$ cat src/rtl/scan_sequencer_pkg.sv
// Shared types and constants for the scan sequencer slice.
// Optional feature macro SCAN_BLANK_EN (used by the interface and top; nothing here depends on it).
package scan_pkg;

  localparam int SEL_W     = 3;
  localparam int NUM_LINES = 8;

  localparam logic DIR_UP   = 1'b0;
  localparam logic DIR_DOWN = 1'b1;

  typedef logic [SEL_W-1:0] sel_t;

  // Preload values above the swept range are pulled down to the last index.
  function automatic sel_t clamp_sel(input sel_t v, input sel_t last);
    return (v > last) ? last : v;
  endfunction

endpackage

$ cat src/rtl/scan_sequencer_if.sv
// Control/status bundle between a controller (master) and the scan sequencer (slave).
// Optional feature macro SCAN_BLANK_EN adds the blank status line.
interface scan_sequencer_if;
  import scan_pkg::*;

  logic en;
  logic dir;
  logic load;
  sel_t load_val;
  logic in0;
  logic in1;
  logic in2;
  sel_t sel;
  logic tick;
  logic wrap;
`ifdef SCAN_BLANK_EN
  logic blank;

  modport master (output en, dir, load, load_val,
                  input  in0, in1, in2, sel, tick, wrap, blank);
  modport slave  (input  en, dir, load, load_val,
                  output in0, in1, in2, sel, tick, wrap, blank);
`else
  modport master (output en, dir, load, load_val,
                  input  in0, in1, in2, sel, tick, wrap);
  modport slave  (input  en, dir, load, load_val,
                  output in0, in1, in2, sel, tick, wrap);
`endif
endinterface

$ cat src/rtl/scan_sequencer_tick_gen.sv
// Step prescaler: counts 0..DIV-1 while enabled, flags the terminal count combinationally.
// Optional feature macro SCAN_BLANK_EN has no effect on this block.
module tick_gen #(
  parameter int DIV   = 50000,
  parameter int DIV_W = 16
) (
  input  logic clk,
  input  logic rst,
  input  logic en,
  input  logic clear,
  output logic tc
);

  localparam logic [DIV_W-1:0] TERM = DIV_W'(DIV - 1);

  logic [DIV_W-1:0] cnt;

  assign tc = en && (cnt == TERM);

  // Prescale counter: reset/clear to zero, hold while paused, roll over at the terminal count.
  always_ff @(posedge clk) begin
    // NOTE: state registers use non-blocking assignment so every flop samples pre-edge values.
    if (rst) begin
      cnt <= '0;
    end else if (clear) begin
      cnt <= '0;
    end else if (en) begin
      cnt <= tc ? '0 : cnt + 1'b1;
    end
  end

endmodule

$ cat src/rtl/scan_sequencer.sv
// Scan sequencer: steps a 3-bit decoder select through 0..LAST at the prescaled rate,
// with pause, direction, clamped preload, step tick and wrap pulse.
// Optional feature macro SCAN_BLANK_EN adds parameter BLANK and a blank output that is
// held high for BLANK cycles after each step, load or reset.
module scan_sequencer
  import scan_pkg::*;
#(
  parameter int DIV   = 50000,
  parameter int DIV_W = 16,
  parameter int LAST  = 7
`ifdef SCAN_BLANK_EN
  , parameter int BLANK = 2
`endif
) (
  input logic            clk,
  input logic            rst,
  scan_sequencer_if.slave bus
);

  localparam sel_t LAST_S = sel_t'(LAST);

  sel_t sel_q;
  sel_t next_sel;
  logic next_wrap;
  logic tick_q;
  logic wrap_q;
  logic tc;
  logic step;

  tick_gen #(
    .DIV   (DIV),
    .DIV_W (DIV_W)
  ) u_tick_gen (
    .clk   (clk),
    .rst   (rst),
    .en    (bus.en),
    .clear (bus.load),
    .tc    (tc)
  );

  // A preload in the same cycle pre-empts the step.
  assign step = tc && !bus.load;

  // Next select value and wrap flag for a step in the sampled direction.
  always_comb begin
    // NOTE: defaults first so every path assigns both outputs and no latch is inferred.
    next_sel  = sel_q + 1'b1;
    next_wrap = 1'b0;
    if (bus.dir == DIR_DOWN) begin
      if (sel_q == '0) begin
        next_sel  = LAST_S;
        next_wrap = 1'b1;
      end else if (sel_q > LAST_S) begin
        next_sel = LAST_S;
      end else begin
        next_sel = sel_q - 1'b1;
      end
    end else if (sel_q >= LAST_S) begin
      next_sel  = '0;
      next_wrap = 1'b1;
    end
  end

  // Select register and 1-cycle pulses: reset, then load, then step.
  always_ff @(posedge clk) begin
    if (rst) begin
      sel_q  <= '0;
      tick_q <= 1'b0;
      wrap_q <= 1'b0;
    end else if (bus.load) begin
      sel_q  <= clamp_sel(bus.load_val, LAST_S);
      tick_q <= 1'b0;
      wrap_q <= 1'b0;
    end else if (step) begin
      sel_q  <= next_sel;
      tick_q <= 1'b1;
      wrap_q <= next_wrap;
    end else begin
      tick_q <= 1'b0;
      wrap_q <= 1'b0;
    end
  end

  assign bus.sel  = sel_q;
  assign bus.in0  = sel_q[0];
  assign bus.in1  = sel_q[1];
  assign bus.in2  = sel_q[2];
  assign bus.tick = tick_q;
  assign bus.wrap = wrap_q;

`ifdef SCAN_BLANK_EN
  localparam logic [DIV_W-1:0] BLANK_HOLD = (BLANK > 0) ? DIV_W'(BLANK - 1) : '0;

  logic             blank_q;
  logic [DIV_W-1:0] blank_left;

  // Blanking window: restart on step/load/reset, stay high BLANK cycles, free-running of en.
  always_ff @(posedge clk) begin
    if (rst || bus.load || step) begin
      blank_q    <= (BLANK > 0);
      blank_left <= BLANK_HOLD;
    end else if (blank_left != '0) begin
      blank_left <= blank_left - 1'b1;
    end else begin
      blank_q <= 1'b0;
    end
  end

  assign bus.blank = blank_q;
`endif

endmodule

$ cat src/flat_wrapper.sv
// flat-port wrapper written by rule: the top's interface ports become plain ports
module scan_sequencer_flat import scan_pkg::*;
#(
  parameter int DIV   = 50000,
  parameter int DIV_W = 16,
  parameter int LAST  = 7

)
  (clk, rst, bus_en, bus_dir, bus_load, bus_load_val, bus_in0, bus_in1, bus_in2, bus_sel, bus_tick, bus_wrap);
  scan_sequencer_if bus_i ();
  input logic clk;
  input logic rst;
  input wire logic [$bits(bus_i.en)-1:0] bus_en;
  input wire logic [$bits(bus_i.dir)-1:0] bus_dir;
  input wire logic [$bits(bus_i.load)-1:0] bus_load;
  input wire logic [$bits(bus_i.load_val)-1:0] bus_load_val;
  output wire logic [$bits(bus_i.in0)-1:0] bus_in0;
  output wire logic [$bits(bus_i.in1)-1:0] bus_in1;
  output wire logic [$bits(bus_i.in2)-1:0] bus_in2;
  output wire logic [$bits(bus_i.sel)-1:0] bus_sel;
  output wire logic [$bits(bus_i.tick)-1:0] bus_tick;
  output wire logic [$bits(bus_i.wrap)-1:0] bus_wrap;
  assign bus_i.en = bus_en;
  assign bus_i.dir = bus_dir;
  assign bus_i.load = bus_load;
  assign bus_i.load_val = bus_load_val;
  assign bus_in0 = bus_i.in0;
  assign bus_in1 = bus_i.in1;
  assign bus_in2 = bus_i.in2;
  assign bus_sel = bus_i.sel;
  assign bus_tick = bus_i.tick;
  assign bus_wrap = bus_i.wrap;
  scan_sequencer #(.DIV(DIV), .DIV_W(DIV_W), .LAST(LAST)) u_core (.clk(clk), .rst(rst), .bus(bus_i));
endmodule
$ cat config.mk
export PLATFORM = sky130hd
export DESIGN_NAME = scan_sequencer_flat
export DESIGN_NICKNAME = d
export VERILOG_FILES = /design/src/rtl/scan_sequencer_pkg.sv /design/src/rtl/scan_sequencer_if.sv /design/src/rtl/scan_sequencer_tick_gen.sv /design/src/rtl/scan_sequencer.sv /design/src/flat_wrapper.sv
export SDC_FILE = /design/constraint.sdc
export NUM_CORES = 1
export LEC_CHECK = 0
export ABC_AREA = 1
export CORE_UTILIZATION = 32
export CTS_BUF_LIST = sky130_fd_sc_hd__clkbuf_16
export CTS_CLUSTER_SIZE = 8
export DETAILED_ROUTE_END_ITERATION = 12
export PLACE_DENSITY = 0.55
export SYNTH_ARGS = -nofsm -noshare
export SYNTH_HDL_FRONTEND = slang
export SYNTH_SLANG_ARGS = --single-unit
$ cat constraint.sdc
create_clock -name clk -period 1.9 [get_ports clk]
set_input_delay 0.475 -clock clk [delete_from_list [all_inputs] [get_ports clk]]
set_output_delay 0.475 -clock clk [all_outputs]
set_load 0.03 [all_outputs]
# After elaboration in Yosys (flattened, before gate mapping)
# Cells that the tools add are included.
[op_classes]
addsub = 3
order_cmp = 3
n_eq_ne = 1
n_mux = 12
bitwise = 1
reduce_logical = 7
[ops]
columns = ["op", "n"]
rows = [
  ["two-way mux 3 bit", 7],
  ["adder 16 x 1 -> 16 bit (second input constant)", 1],
  ["== test 16 bit (second input constant)", 1],
  ["two-way mux 16 bit", 1],
  ["> comparator 3 bit (second input constant)", 2],
  ["two-way mux 1 bit", 4],
  ["adder 3 x 1 -> 3 bit (second input constant)", 1],
  ["greater-or-equal comparator 3 bit (second input constant)", 1],
  ["logical NOT 3 bit", 1],
  ["OR reduction 3 bit", 1],
  ["subtractor 3 x 1 -> 3 bit (second input constant)", 1],
  ["logical AND 1 bit", 2],
  ["nonzero test 2 bit", 1],
  ["OR reduction 2 bit", 1],
  ["logical NOT 1 bit", 1],
  ["NOT 1 bit", 1],
]
[word_totals]
ff_bits = 21
inputBits = 8
out_inout_bits = 8
elab_cells = 31

# Longest topological paths before layout
[logic_depth]
ltp_word = 6
ltp_mapped = 10
mapped_depth_nobuf = 10

# By module
# From an unflattened synthesis, not the netlist that was laid out.
[unflattened]
hier_cells = 186
area_unflattened_um2 = 1226.2
[by_module_without_submodules]
columns = ["module", "n_inst", "cells_per_inst", "area_per_inst_um2", "seq_area_each_um2"]
rows = [
  ["tick_gen", 1, 127, 844.6, 320.3],
  ["scan_sequencer", 1, 59, 381.6, 100.1],
]

# Worst setup path before layout
# No wires, ideal clock.
[synth_path]
path_type = "reg-to-reg"
start = "reg u_core.sel_q[0], in the netlist u_core.bus.sel[0]"
end = "reg u_core.sel_q[0], in the netlist u_core.bus.sel[0]"
setup_time_ns = 0.111
arrival_ns = 1.387
required_time_ns = 1.789
path_slack_ns = 0.402
stages_incl_launch_ff = 10
path_buffers = 0
synth_period_minus_slack_ns = 1.498
cell_sequence = "dfxtp_1 ha_1 ha_1 inv_1 nand4_1 nand2_1 a21oi_1 nor2_1 nor2_1 nor2_1"
[synth_between]
elab_chain_cells = 6
elab_cells_between_ends = 11
cone_classes = "add/sub: 2; order compare: 2; mux: 6; reduce/logical: 1"
[synth_lines]
columns = ["element", "line", "text"]
rows = [
  ["start: declaration", "scan_sequencer.sv:22", "sel_t sel_q;"],
  ["start signal: assignment", "scan_sequencer.sv:71", "sel_q <= clamp_sel(bus.load_val, LAST_S);"],
  ["start signal: assignment", "scan_sequencer.sv:75", "sel_q <= next_sel;"],
  ["subtractor 3 x 1 -> 3 bit or > comparator 3 bit (tied branches)", "scan_sequencer.sv:56, scan_sequencer.sv:53", ""],
  ["two-way mux 3 bit", "scan_sequencer.sv:53", "end else if (sel_q > LAST_S) begin"],
  ["two-way mux 3 bit", "scan_sequencer.sv:50", "if (sel_q == '0) begin"],
  ["two-way mux 3 bit (*)", "scan_sequencer.sv:49", "if (bus.dir == DIR_DOWN) begin"],
  ["two-way mux 3 bit (*)", "scan_sequencer.sv:74", "end else if (step) begin"],
  ["two-way mux 3 bit (*)", "scan_sequencer.sv:70", "end else if (bus.load) begin"],
]
# Mark *: on every way between the ends. The rest lies on a longest branch, timed or not. The select of a mux whose other input is x is not followed.
# A chain may end at the register's enable or synchronous reset.

# Worst setup path in the final report
[layout_path]
start = "reg u_core.sel_q[2], in the netlist u_core.bus.sel[2]"
end = "out bus_in2"
[layout_rtl]
columns = ["element", "line", "text"]
rows = [
  ["end: declaration", "flat_wrapper.sv:19", "output wire logic [$bits(bus_i.in2)-1:0] bus_in2;"],
]
# No word-level cell between the ends.

==> flow_metrics.env <==
export IMPL_critical_path_class="flip-flop to output pin"
export IMPL_top_fanout_value_on_the_critical_path=3
export IMPL_antenna_violations_before_repair=0
export IMPL_viasPerCell=4.44
export IMPL_multiInputGateArea_um2=676
export IMPL_first_pass_grt_wire_length_mm=4.44
export IMPL_top_level_ports=16
export IMPL_crit_path_max_incr_delay_ps=690
export IMPL_busiest_layer="met2"
export IMPL_flow_area_growth_from_synthesis_pct=26.9
export IMPL_syn_num_nets=196
export IMPL_period_minus_slack_ps=1790
export IMPL_cts_sink_count=21
export IMPL_routed_wl_mm=2.55
export IMPL_globalplace_congestion=0.827
export IMPL_groute_layer_met2_usage_pct=24.6
export IMPL_cp_slowest_cell="sky130_fd_sc_hd__clkdlybuf4s50_1"
export IMPL_die_height_um=63.8
export IMPL_critical_path_cell_chain="clkdlybuf4s50_1"
export IMPL_holdCritPathClass="flip-flop to flip-flop"
export IMPL_clkLatencyLatePin_ps=250
export IMPL_final_net_count=220
export IMPL_postCtsSetupRepairBufs=0
export IMPL_finalSetupViolations=0
export IMPL_nature_of_the_critical_path_startpoint="flip-flop"
export IMPL_num_fill_cells=385
export IMPL_critPathCaptureType="output pin"
export IMPL_power_per_cell_area_nw_per_um2=641
export IMPL_clock_tree_root_cell="sky130_fd_sc_hd__clkbuf_16"
export IMPL_cap_viol_max_count=0
export IMPL_postCtsHoldBufs=0
export IMPL_rsz_0062_raised_after_global_routing="false"
export IMPL_avgSynthCellArea_um2=6.68
export IMPL_tritoncts_num_buffers=3
export IMPL_grt_overflow=0
export IMPL_drive_above_1_share_pct=10.7
export IMPL_timing_critical_path_max_delay_family="buffers and inverters"
export IMPL_synth_seq_cells=21
export IMPL_worst_setup_hold_path_clk_slew_ps=50
export IMPL_skew_ps=2.30
export IMPL_total_standard_cell_area_after_synthesis_um2=1220
export IMPL_run_status="complete, no violations"
export IMPL_achievable_frequency_ghz=0.560
export IMPL_final_hold_violation_count=0
export IMPL_globalRouteMet1Util_pct=16.4
export IMPL_io_buffer_count=15
export IMPL_synth_sequential_area_ratio_pct=34.4
export IMPL_drt_first_pass_iters=4
export IMPL_grt_util_all_layers_pct=13.9
export IMPL_die_width_um=63.8
export IMPL_grt_start_max_net_pins=12
export IMPL_static_leakage_power_nw=0.742
export IMPL_maxSlewViolCount=0
export IMPL_antenna_diode_count=0
export IMPL_synthesis_yosys_warnings=0
export IMPL_route_vias_total=1128
export IMPL_first_iter_violations=38
export IMPL_final_common_cell="sky130_fd_sc_hd__nand2_1"
export IMPL_final_antenna_net_count=0
export IMPL_placeableCoreArea_um2=3660
export IMPL_max_slew_margin_rel_pct=78.9
export IMPL_layout_cells_non_filler=254
export IMPL_total_die_area_um2=4070
export IMPL_drc_violation_count_after_routing=0
export IMPL_required_ps=1420
export IMPL_worst_ir_drop_vdd_v=0.000600
export IMPL_most_common_layout_cells="sky130_fd_sc_hd__nand2_1, sky130_fd_sc_hd__nor2_1, sky130_fd_sc_hd__inv_1"
export IMPL_tightest_slew_ps=316
export IMPL_syn_instance_count=183
export IMPL_count_of_buffer_and_inverter_cells_on_the_critical_path=1
export IMPL_wl_per_cell_um=10.0
export IMPL_finalCritPeriodShare_pct=94.0
export IMPL_setup_ws_ps=115
export IMPL_final_seq_area_um2=420
export IMPL_via_count_of_the_first_global_routing_pass=1090
export IMPL_dp_slack_ps=-22.6
export IMPL_clock_tree_buffer_depth=2
export IMPL_global_route_usage_met3_pct=3.75
export IMPL_total_number_of_placement_rows=22
export IMPL_fin_util_pct=42.4
export IMPL_detailed_place_hpwl_mm=2.01
export IMPL_clock_tree_htree_level_count=1
export IMPL_cts_tree="built"
export IMPL_dp_cells=250
export IMPL_yosysUniqueCellTypes=29
export IMPL_worst_ep_arrival_time_ps=1310
export IMPL_starting_density_of_the_core_pct=33.4
through the flow:
step                cell area, um2  setup TNS (ps)  hold WS (ps)  power, mW
global placement              1460               0           486      0.572
detailed placement            1460           -26.9           478      0.572
CTS                           1540               0           487       1.02
global route                  1550               0           505       1.04
finish                        1550               0           484      0.994
floorplan                     1220               0           459      0.524
cells in the mapped netlist:
master	number	area, um2
sky130_fd_sc_hd__a31oi_1	1	6.26
sky130_fd_sc_hd__nand2_2	1	6.26
sky130_fd_sc_hd__or2_1	1	6.26
sky130_fd_sc_hd__o21bai_1	1	7.51
sky130_fd_sc_hd__nor3b_1	2	15.0
sky130_fd_sc_hd__inv_4	1	6.26
sky130_fd_sc_hd__inv_1	23	86.3
sky130_fd_sc_hd__nor2_4	1	11.3
sky130_fd_sc_hd__nor2_2	3	18.8
sky130_fd_sc_hd__xor2_1	3	26.3
sky130_fd_sc_hd__o21ai_0	2	10.0
sky130_fd_sc_hd__buf_4	4	30.0
sky130_fd_sc_hd__nand2_1	45	169
sky130_fd_sc_hd__nand3b_1	1	7.51
sky130_fd_sc_hd__and2_1	1	6.26
sky130_fd_sc_hd__nor3_1	3	15.0
sky130_fd_sc_hd__dfxtp_1	21	420
sky130_fd_sc_hd__nand2_4	1	11.3
sky130_fd_sc_hd__nor2_1	32	120
sky130_fd_sc_hd__nor3_2	1	10.0
sky130_fd_sc_hd__o21a_1	1	7.51
sky130_fd_sc_hd__xnor2_1	1	8.76
sky130_fd_sc_hd__ha_1	5	62.6
sky130_fd_sc_hd__nand3_2	2	20.0
sky130_fd_sc_hd__nor4_1	1	6.26
sky130_fd_sc_hd__inv_2	1	3.75
sky130_fd_sc_hd__a21oi_1	9	45.0
sky130_fd_sc_hd__nand3_1	12	60.1
sky130_fd_sc_hd__nand4_1	3	18.8
flip-flops by register name (all words and copies together) (netlist names):
register and count:
u_core.u_tick_gen.cnt 16, u_core.bus.sel 3, u_core.bus.tick 1, u_core.bus.wrap 1
power by group:
| part | switching [mW] | internal (mW) |
|---|---|---|
| clock network | 0.154 | 0.280 |
| registers | 0.00618 | 0.445 |
| logic | 0.0580 | 0.0508 |
| total | 0.218 | 0.776 |
routing by layer:
metal	vias to the layer above	routed length, um
met5	-	0
met4	0	20
met3	2	59
met2	10	1220
met1	497	1250
li1	619	-
layout make-up:
class / instances / share of cell area (%)
Multi-Input combinational cell: 133 / 43.5
Clock inverter: 1 / 0.242
Timing Repair Buffer: 23 / 14.2
Sequential cell: 21 / 27.1
Tap cell: 48 / 3.87
Clock buffer: 3 / 4.84
Inverter: 25 / 6.21
cells by family (layout without fill, tap and decap cells):
kind of cell / after synthesis / after routing / share of synthesized area (%)
AND/OR/NAND/NOR: 110 / 110 / 41.0
buffers and inverters: 29 / 52 / 10.3
flip-flops: 21 / 21 / 34.4
AO/OA/AOI/OAI: 14 / 14 / 6.24
adder cells (fa/ha/maj): 5 / 5 / 5.12
XOR/XNOR: 4 / 4 / 2.87
worst paths after layout:
check | start | endpoint | slack, ps | cells after the start
max | u_core.bus.sel[2] | bus_in2 | 110 | 1
max reg2reg | u_core.u_tick_gen.cnt[0] | u_core.u_tick_gen.cnt[12] | 370 | 10
min reg2reg | u_core.u_tick_gen.cnt[1] | u_core.u_tick_gen.cnt[1] | 480 | 2
min | u_core.u_tick_gen.cnt[1] | u_core.u_tick_gen.cnt[1] | 480 | 2
repair_timing:
item / in CTS / in global routing
hold endpoints to repair: 0 / 0
setup endpoints to repair: 0 / 4
resized for setup: 0 / 4
Note: power is estimated with default switching activity, not from simulation.
